## src/rtl/matmul_host_sequencer.sv

```systemverilog
// matmul_host_sequencer: takes 8 operand bytes, loads a 2x2 matmul engine,
// runs it and streams the four 17-bit products out over valid/ready.
//
// Ports:
//   clk, reset            rising-edge clock, synchronous active-low reset
//   in_valid/in_data/in_ready
//                         operand byte stream, A00..A11 then B00..B11
//   mm_sel_in/mm_input_val/mm_execute/mm_sel_out/mm_result
//                         engine load, execute and result-select interface
//   out_valid/out_data/out_index/out_ready
//                         result stream, index is {i,j}
//   busy                  high whenever not waiting for operands
//   done                  one-cycle pulse on the 4th result handshake
module matmul_host_sequencer #(
  parameter int unsigned SETTLE_CYCLES = 1
) (
  input  logic        clk,
  input  logic        reset,
  input  logic        in_valid,
  input  logic [7:0]  in_data,
  output logic        in_ready,
  output logic [2:0]  mm_sel_in,
  output logic [7:0]  mm_input_val,
  output logic        mm_execute,
  output logic [1:0]  mm_sel_out,
  input  logic [16:0] mm_result,
  output logic        out_valid,
  output logic [16:0] out_data,
  output logic [1:0]  out_index,
  input  logic        out_ready,
  output logic        busy,
  output logic        done
);

  typedef enum logic [2:0] {
    S_LOAD,
    S_FLUSH,
    S_EXEC,
    S_CAPTURE,
    S_PRESENT,
    S_SELECT
  } state_t;

  localparam logic [3:0] SETTLE_INIT = 4'(SETTLE_CYCLES);

  state_t      r_state;
  logic [2:0]  r_count;
  logic [1:0]  r_idx;
  logic [3:0]  r_settle;
  logic [2:0]  r_sel_in;
  logic [7:0]  r_val;
  logic        r_exec;
  logic [1:0]  r_sel_out;
  logic        r_out_valid;
  logic [16:0] r_out_data;
  logic [1:0]  r_out_index;
  logic        r_done;

  logic w_in_fire;
  logic w_out_fire;
  logic w_last_res;

  assign in_ready   = (r_state == S_LOAD);
  assign busy       = (r_state != S_LOAD);
  assign w_in_fire  = in_valid & in_ready;
  assign w_out_fire = r_out_valid & out_ready;
  assign w_last_res = (r_idx == 2'd3);

  // Select and value always move together so the engine never
  // writes a new value into a stale element slot.
  always_ff @(posedge clk) begin
    if (!reset) begin
      r_state     <= S_LOAD;
      r_count     <= '0;
      r_idx       <= '0;
      r_settle    <= '0;
      r_sel_in    <= '0;
      r_val       <= '0;
      r_exec      <= 1'b0;
      r_sel_out   <= '0;
      r_out_valid <= 1'b0;
      r_out_data  <= '0;
      r_out_index <= '0;
      r_done      <= 1'b0;
    end else begin
      r_done <= 1'b0;
      unique case (r_state)
        S_LOAD: begin
          if (w_in_fire) begin
            r_sel_in <= r_count;
            r_val    <= in_data;
            r_count  <= r_count + 3'd1;
            if (r_count == 3'd7)
              r_state <= S_FLUSH;
          end
        end
        // Execute stays low one more edge so the 8th byte lands.
        S_FLUSH: begin
          r_exec    <= 1'b1;
          r_sel_out <= '0;
          r_settle  <= SETTLE_INIT;
          r_state   <= S_EXEC;
        end
        S_EXEC: begin
          if (r_settle == 4'd0)
            r_state <= S_CAPTURE;
          else
            r_settle <= r_settle - 4'd1;
        end
        S_CAPTURE: begin
          r_out_data  <= mm_result;
          r_out_index <= r_idx;
          r_out_valid <= 1'b1;
          r_state     <= S_PRESENT;
        end
        S_PRESENT: begin
          if (w_out_fire) begin
            r_out_valid <= 1'b0;
            if (w_last_res) begin
              r_done    <= 1'b1;
              r_exec    <= 1'b0;
              r_count   <= '0;
              r_idx     <= '0;
              r_sel_out <= '0;
              r_state   <= S_LOAD;
            end else begin
              r_idx     <= r_idx + 2'd1;
              r_sel_out <= r_idx + 2'd1;
              r_state   <= S_SELECT;
            end
          end
        end
        // One idle cycle for the engine's result mux to follow sel_out.
        S_SELECT: begin
          r_state <= S_CAPTURE;
        end
        default: begin
          r_state <= S_LOAD;
        end
      endcase
    end
  end

  assign mm_sel_in    = r_sel_in;
  assign mm_input_val = r_val;
  assign mm_execute   = r_exec;
  assign mm_sel_out   = r_sel_out;
  assign out_valid    = r_out_valid;
  assign out_data     = r_out_data;
  assign out_index    = r_out_index;
  assign done         = r_done;

endmodule

```

## config.mk

```make
export PLATFORM = sky130hd
export DESIGN_NAME = matmul_host_sequencer
export DESIGN_NICKNAME = d
export VERILOG_FILES = /design/src/rtl/matmul_host_sequencer.sv
export SDC_FILE = /design/constraint.sdc
export NUM_CORES = 1
export LEC_CHECK = 0
export CAP_MARGIN = 20
export CORE_MARGIN = 3
export CORE_UTILIZATION = 49
export DETAILED_ROUTE_END_ITERATION = 6
export PLACE_DENSITY_LB_ADDON = 0.1
export SYNTH_ARGS = -nofsm -noshare
export SYNTH_HDL_FRONTEND = slang
export SYNTH_SLANG_ARGS = --single-unit
```

## constraint.sdc

```tcl
create_clock -name clk -period 3.1 [get_ports clk]
set_clock_uncertainty 0.1 [all_clocks]
set_input_delay 0.31 -clock clk [delete_from_list [all_inputs] [get_ports clk]]
set_output_delay 0.31 -clock clk [all_outputs]
set_load 0.01 [all_outputs]
```

==> results.txt, run 1 <==
RSZ-0062 raised after global routing: no
Yosys top cell by area: dfxtp_1
Sum Neg Setup Slack: 0 ps
Top-area cell type share of the netlist area: 46.7%
Root buffer cell: clkbuf_8
Ys flop type: dfxtp_1
Largest family of logic cells by synthesized area: simple AND/OR/NAND/NOR gates
Required @ worst endpoint: 2690 ps
Worst Setup SP: r_state[1]$_SDFFE_PN0P_
Initial antenna violation count: 0
Starting Density: 53.0%
Slew Viols, Final: 0
Crit path arrival time: 1660 ps
Area contributors post-synth: dfxtp_1, nand2_1, a21boi_1, ha_1, mux2i_1
Critical Path Sink: busy
Worst Tran Pin Value: 849 ps
Clock sinks: 47
Startpoint Class: register
Ant. Diodes: 0
Fraction of layout cells with a size suffix above 1: 5.92%
Iteration-0 DRC count of the detailed router: 93
CTS max path bufs: 2
Die H: 70.1 µm
Min Tclk post-route: 2070 ps
M2 GR Usage: 29.2%
Worst hold path type: register to register
Synth Register Bits: 47
Count of cell types in the netlist: 39
Peak VDD IR: 0.302 mV
Max_cap viols: 0
Part of the cycle the worst path needs: 66.9%
FP Rows: 22
GRT Overall Usage: 17.7%
Gr ovfl total: 0
Post-Syn Nets: 261
DR WL/cell: 12.5 µm
Design Area, Final: 2750 µm²
Syn avg cell area: 8.87 µm²
Post-CTS Setup Bufs: 0
R2R depth: 4
Die Area: 4910 µm²
Share of flip-flops with an asynchronous set or reset: 0%
CP Max Fanout: 14
Mapped Area: 2010 µm²
Synth Instances: 227
Critical R2R Capture: r_state[2]$_SDFFE_PN0P_
Die width: 70.1 µm
Final #Nets: 321
Ys Warns: 0
Via density per instance: 5.03
Total wire length: 4.20 mm
Clock slew at reported path FFs: 80 ps
Detailed-route via count: 1686
Complex-gate fraction of the synthesized area: 16.0%
GR Layer Usage met3: 5.04%
Reg-to-reg startpoint: r_state[1]$_SDFFE_PN0P_
Dpl hpwl: 3.01 mm
Global-route wire length before repair: 7.13 mm
EDFF count, synth: 0
CTS H-tree depth: 2
Synth Area in Simple Gates: 25.7%
I/O pin total: 66
Routed Antenna Nets: 0
Final hold vios: 0
Reg-to-reg slack, setup: 1180 ps
Post-synthesis sequential area ratio: 46.7%
Post-synthesis mux area share: 2.49%
CTS tree: done
Clk_lat worst skew: 300 ps
Leak: 1.02 nW
Area Overhead vs Synth: 36.6%
Vias in the first global route: 1610
Crit end category: output port
Highest clock rate: 0.482 GHz
Synth Area in XOR/XNOR: 0.870%
IO Port Bufs: 65
Drt first pass iters: 4
Power Dens Cells: 412 nW/µm²
Slew Limit Headroom: 43.2%
Hold path start: mm_input_val[0]$_SDFFE_PN0P_
DRC viols: 0
Final setup violation count: 0
Top Usage Layer GRT: met2
Post-cts gate resize count: 0
Largest net degree at the start of global routing: 30
Status: finished, final reports clean
Placed instance area: 2650 µm²
CTS buffer count: 5
Placeable Area: 3800 µm²
CTS Hold Bufs: 0
Met1 global-route usage: 21.4%
Critical setup path kind: register to output port
Synth Area in Adders: 3.11%
GPL Wtd Cong: 0.760
## placed cells by master, fill, tap and decap left out, types with 5 or more instances in the layout
| master | n |
|---|---|
| nor2b_1 | 5 |
| nand3_1 | 7 |
| clkbuf_8 | 5 |
| mux2i_1 | 5 |
| dfxtp_1 | 47 |
| a21boi_1 | 27 |
| clkdlybuf4s50_1 | 65 |
| ha_1 | 5 |
| nand2_1 | 65 |
| nor2_1 | 6 |
## critical path: stages, from the launching register on
cell and delay, ps:
dfxtp_1 670, nor3_2 110, inv_1 70, clkdlybuf4s50_1 520
## metal layers
layer  wire length (µm)  vias to the layer above
met5                  0                        -
met2               1960                       37
met3                249                        7
met1               1910                      766
li1                   -                      876
met4                 75                        0
## cell type report
class	count	area (µm²)
fillers	326	1050
multi-input cells	162	970
flip-flops and latches	47	941
repair buffers	66	658
clock buffers	6	72.6
well taps	48	60.1
clock inverters	1	30.0
inverters	5	18.8
## through the flow
| step | hold WS (ps) | power (mW) | worst slack (ps) | cells | util, % |
|---|---|---|---|---|---|
| finish | 357 | 1.13 | 1030 | 335 | 72.4 |
| global placement | 340 | 0.724 | 1020 | 328 | 69.7 |
| global route | 368 | 1.17 | 915 | 335 | 72.4 |
| detailed placement | 347 | 0.726 | 997 | 328 | 69.7 |
| floorplan | 345 | 0.670 | 1630 | 227 | - |
| CTS | 358 | 1.15 | 1020 | 335 | 72.4 |
## cell usage after synthesis, drive strengths merged, types with 3 or more instances
cell type and count:
a21boi 31, a21oi 3, and3 3, buf 9
clkbuf 4, dfxtp 47, ha 5, inv 5
mux2i 5, nand2 65, nand2b 5, nand3 7
nor2 9, nor2b 5, nor3 3, o21ai 5
## flip-flops by register name, summed over array words and instances, names as in the netlist
register / count
out_valid: 1
out_data: 17
out_index: 2
r_state: 3
r_settle: 4
mm_sel_out: 2
done: 1
r_idx: 2
r_count: 3
mm_sel_in: 3
mm_input_val: 8
mm_execute: 1
## worst min path at each step
stage	endpoint	slack (ps)	cells past startpoint
floorplan	mm_input_val[0]$_SDFFE_PN0P_	340	2
CTS	out_data[15]$_SDFFE_PN0P_	360	2
global placement	out_data[4]$_SDFFE_PN0P_	340	2
global route	out_data[8]$_SDFFE_PN0P_	370	2
finish	mm_input_val[0]$_SDFFE_PN0P_	360	2
detailed placement	out_data[15]$_SDFFE_PN0P_	350	2
## kinds of logic (layout without fill, tap and decap cells)
logic type	Yosys count	after routing
xor+xnor	2	2
compound gates	44	44
simple gates	106	106
flops	47	47
fa+ha+maj	5	5
buf+inv	18	78
mux	5	5
## power breakdown
group          total, mW  switching [mW]  internal (mW)  leakage, nW
Combinational     0.0915          0.0328         0.0588        0.585
Clock              0.424           0.187          0.236       0.0513
Sequential         0.619         0.00589          0.613        0.381
Total               1.13           0.226          0.908         1.02
Note: power is estimated with default switching activity, not from simulation.
==> run 2, diff against run 1 <==
Settings changed: CORE_UTILIZATION 49 to 45.
Clock period 3.1 ns to 2.1 ns, I/O delays scaled along.
==> results.txt, run 2 (same netlist as run 1, synthesis figures left out) <==
Iteration-0 DRC count of the detailed router: 46
Worst Setup SP: r_state[1]$_SDFFE_PN0P_
Comb power frac: 8.8%
Pre-CTS setup slack: 421 ps
Clk_lat worst skew: 290 ps
Sum Neg Setup Slack: 0 ps
Ant. Diodes: 0
Flop pwr share: 58.8%
Gr ovfl total: 0
Fraction of layout cells with a size suffix above 1: 6.87%
Total wire length: 4.13 mm
Reg-to-reg startpoint: r_state[1]$_SDFFE_PN0P_
Final Power: 1.55 mW
Placeable Area: 4140 µm²
Buf/Inv on CP: 2
Initial antenna violation count: 0
CP max stage delay: 690 ps
Design Area, Final: 2750 µm²
CTS max path bufs: 2
CTS buffer count: 5
Final #Nets: 324
CP Max Fanout: 14
Root buffer cell: clkbuf_8
Post-cts gate resize count: 0
Worst hold path type: register to register
Global-route wire length before repair: 7.13 mm
Power Dens Cells: 564 nW/µm²
Slew Viols, Final: 0
Area Overhead vs Synth: 36.8%
Final hold vios: 0
Dpl hpwl: 2.99 mm
CTS tree: done
Commonest cells after routing, fill and taps aside: nand2_1, clkdlybuf4s50_1, dfxtp_1
Clock slew at reported path FFs: 80 ps
Highest metal used: met4
Routed Antenna Nets: 0
Sw Ratio: 21.0%
Via density per instance: 4.94
DR WL/cell: 12.1 µm
Required @ worst endpoint: 1790 ps
Largest net degree at the start of global routing: 22
FP Rows: 23
GPL Wtd Cong: 0.766
Length of routed met2 wiring: 1.92 mm
Worst Tran Pin Value: 574 ps
Hold slack: 353 ps
Clock power share: 32.4%
Fillers: 388
Psw: 326 µW
I/O pin total: 66
Crit path arrival time: 1700 ps
Internal: 1.23 mW
Met3 WL: 257 µm
Max_cap viols: 0
Peak VDD IR: 0.371 mV
Final setup violation count: 0
Starting Density: 48.6%
Detailed-route via count: 1683
Leak: 1.02 nW
RSZ-0062 raised after global routing: no
IO Port Bufs: 65
Clock sinks: 47
Vias in the first global route: 1626
GRT Overall Usage: 16.9%
Critical setup path kind: register to output port
Part of the cycle the worst path needs: 95.5%
Status: finished, final reports clean
Die width: 72.9 µm
Setup ws final: 93.9 ps
DRC viols: 0
Largest register FFs: 17
Slowest stage cell, crit path: dfxtp_1
Crit end category: output port
Min Tclk post-route: 2010 ps
Post-CTS Setup Bufs: 0
Die H: 72.9 µm
Die Area: 5310 µm²
Family with the most delay on the worst path: flip-flops
CTS Hold Bufs: 0
WL met1: 1.89 mm
Startpoint Class: register
Hold path start: out_data[13]$_SDFFE_PN0P_
CTS H-tree depth: 2
Crit-path cells: nor3_2 -> inv_1 -> clkdlybuf4s50_1
Drt first pass iters: 4
Placed instance area: 2670 µm²
Slew Limit Headroom: 61.7%
Highest clock rate: 0.498 GHz
==> run 2: cell types whose count changed in the layout (fill, tap and decap cells not counted) <==
cell	delta
buf_4	+3
bufinv_16	-1
clkbuf_1	+1
clkinv_2	+1
==> run 2: per-layer routing <==
layer,GRT usage [%],vias up
met1,20.6,763
li1,-,875
met5,0,-
met4,6.15,0
met2,28.0,40
met3,5.23,5
==> run 2: layout make-up <==
class                           count  area (µm²)  area share [%]
Clock buffer                        7        76.3            2.77
Clock inverter                      1        5.00           0.182
Inverter                            5        18.8           0.682
Multi-Input combinational cell    162         970            35.2
Sequential cell                    47         941            34.2
Tap cell                           50        62.6            2.27
Timing Repair Buffer               69         681            24.7
==> run 2: worst min-delay path, delay by kind of cell, from the launching register on <==
family | cells | cell delay, ps
AND/OR/NAND/NOR | 1 | 50
flip-flops | 1 | 310
AO/OA/AOI/OAI | 1 | 50
==> run 2: final timing paths <==
check | end | slack, ps | cells past startpoint
min reg2reg | out_data[13]$_SDFFE_PN0P_ | 350 | 2
max | busy | 90 | 3
max reg2reg | out_data[16]$_SDFFE_PN0P_ | 480 | 4
min | out_data[13]$_SDFFE_PN0P_ | 350 | 2
==> run 2: through the flow <==
step	util, %	std cells
6_report	66.5	341
5_1_grt	66.5	341
4_1_cts	66.5	341
3_5_place_dp	64.5	333
3_3_place_gp	64.5	333
2_1_floorplan	-	227
==> run 2: power groups by stage <==
stage	Sequential, mW	Combinational (mW)	Clock [mW]
4_1_cts	0.913	0.139	0.535
5_1_grt	0.916	0.151	0.570
3_5_place_dp	0.935	0.139	0
6_report	0.913	0.137	0.502
3_3_place_gp	0.934	0.138	0
2_1_floorplan	0.939	0.0504	0
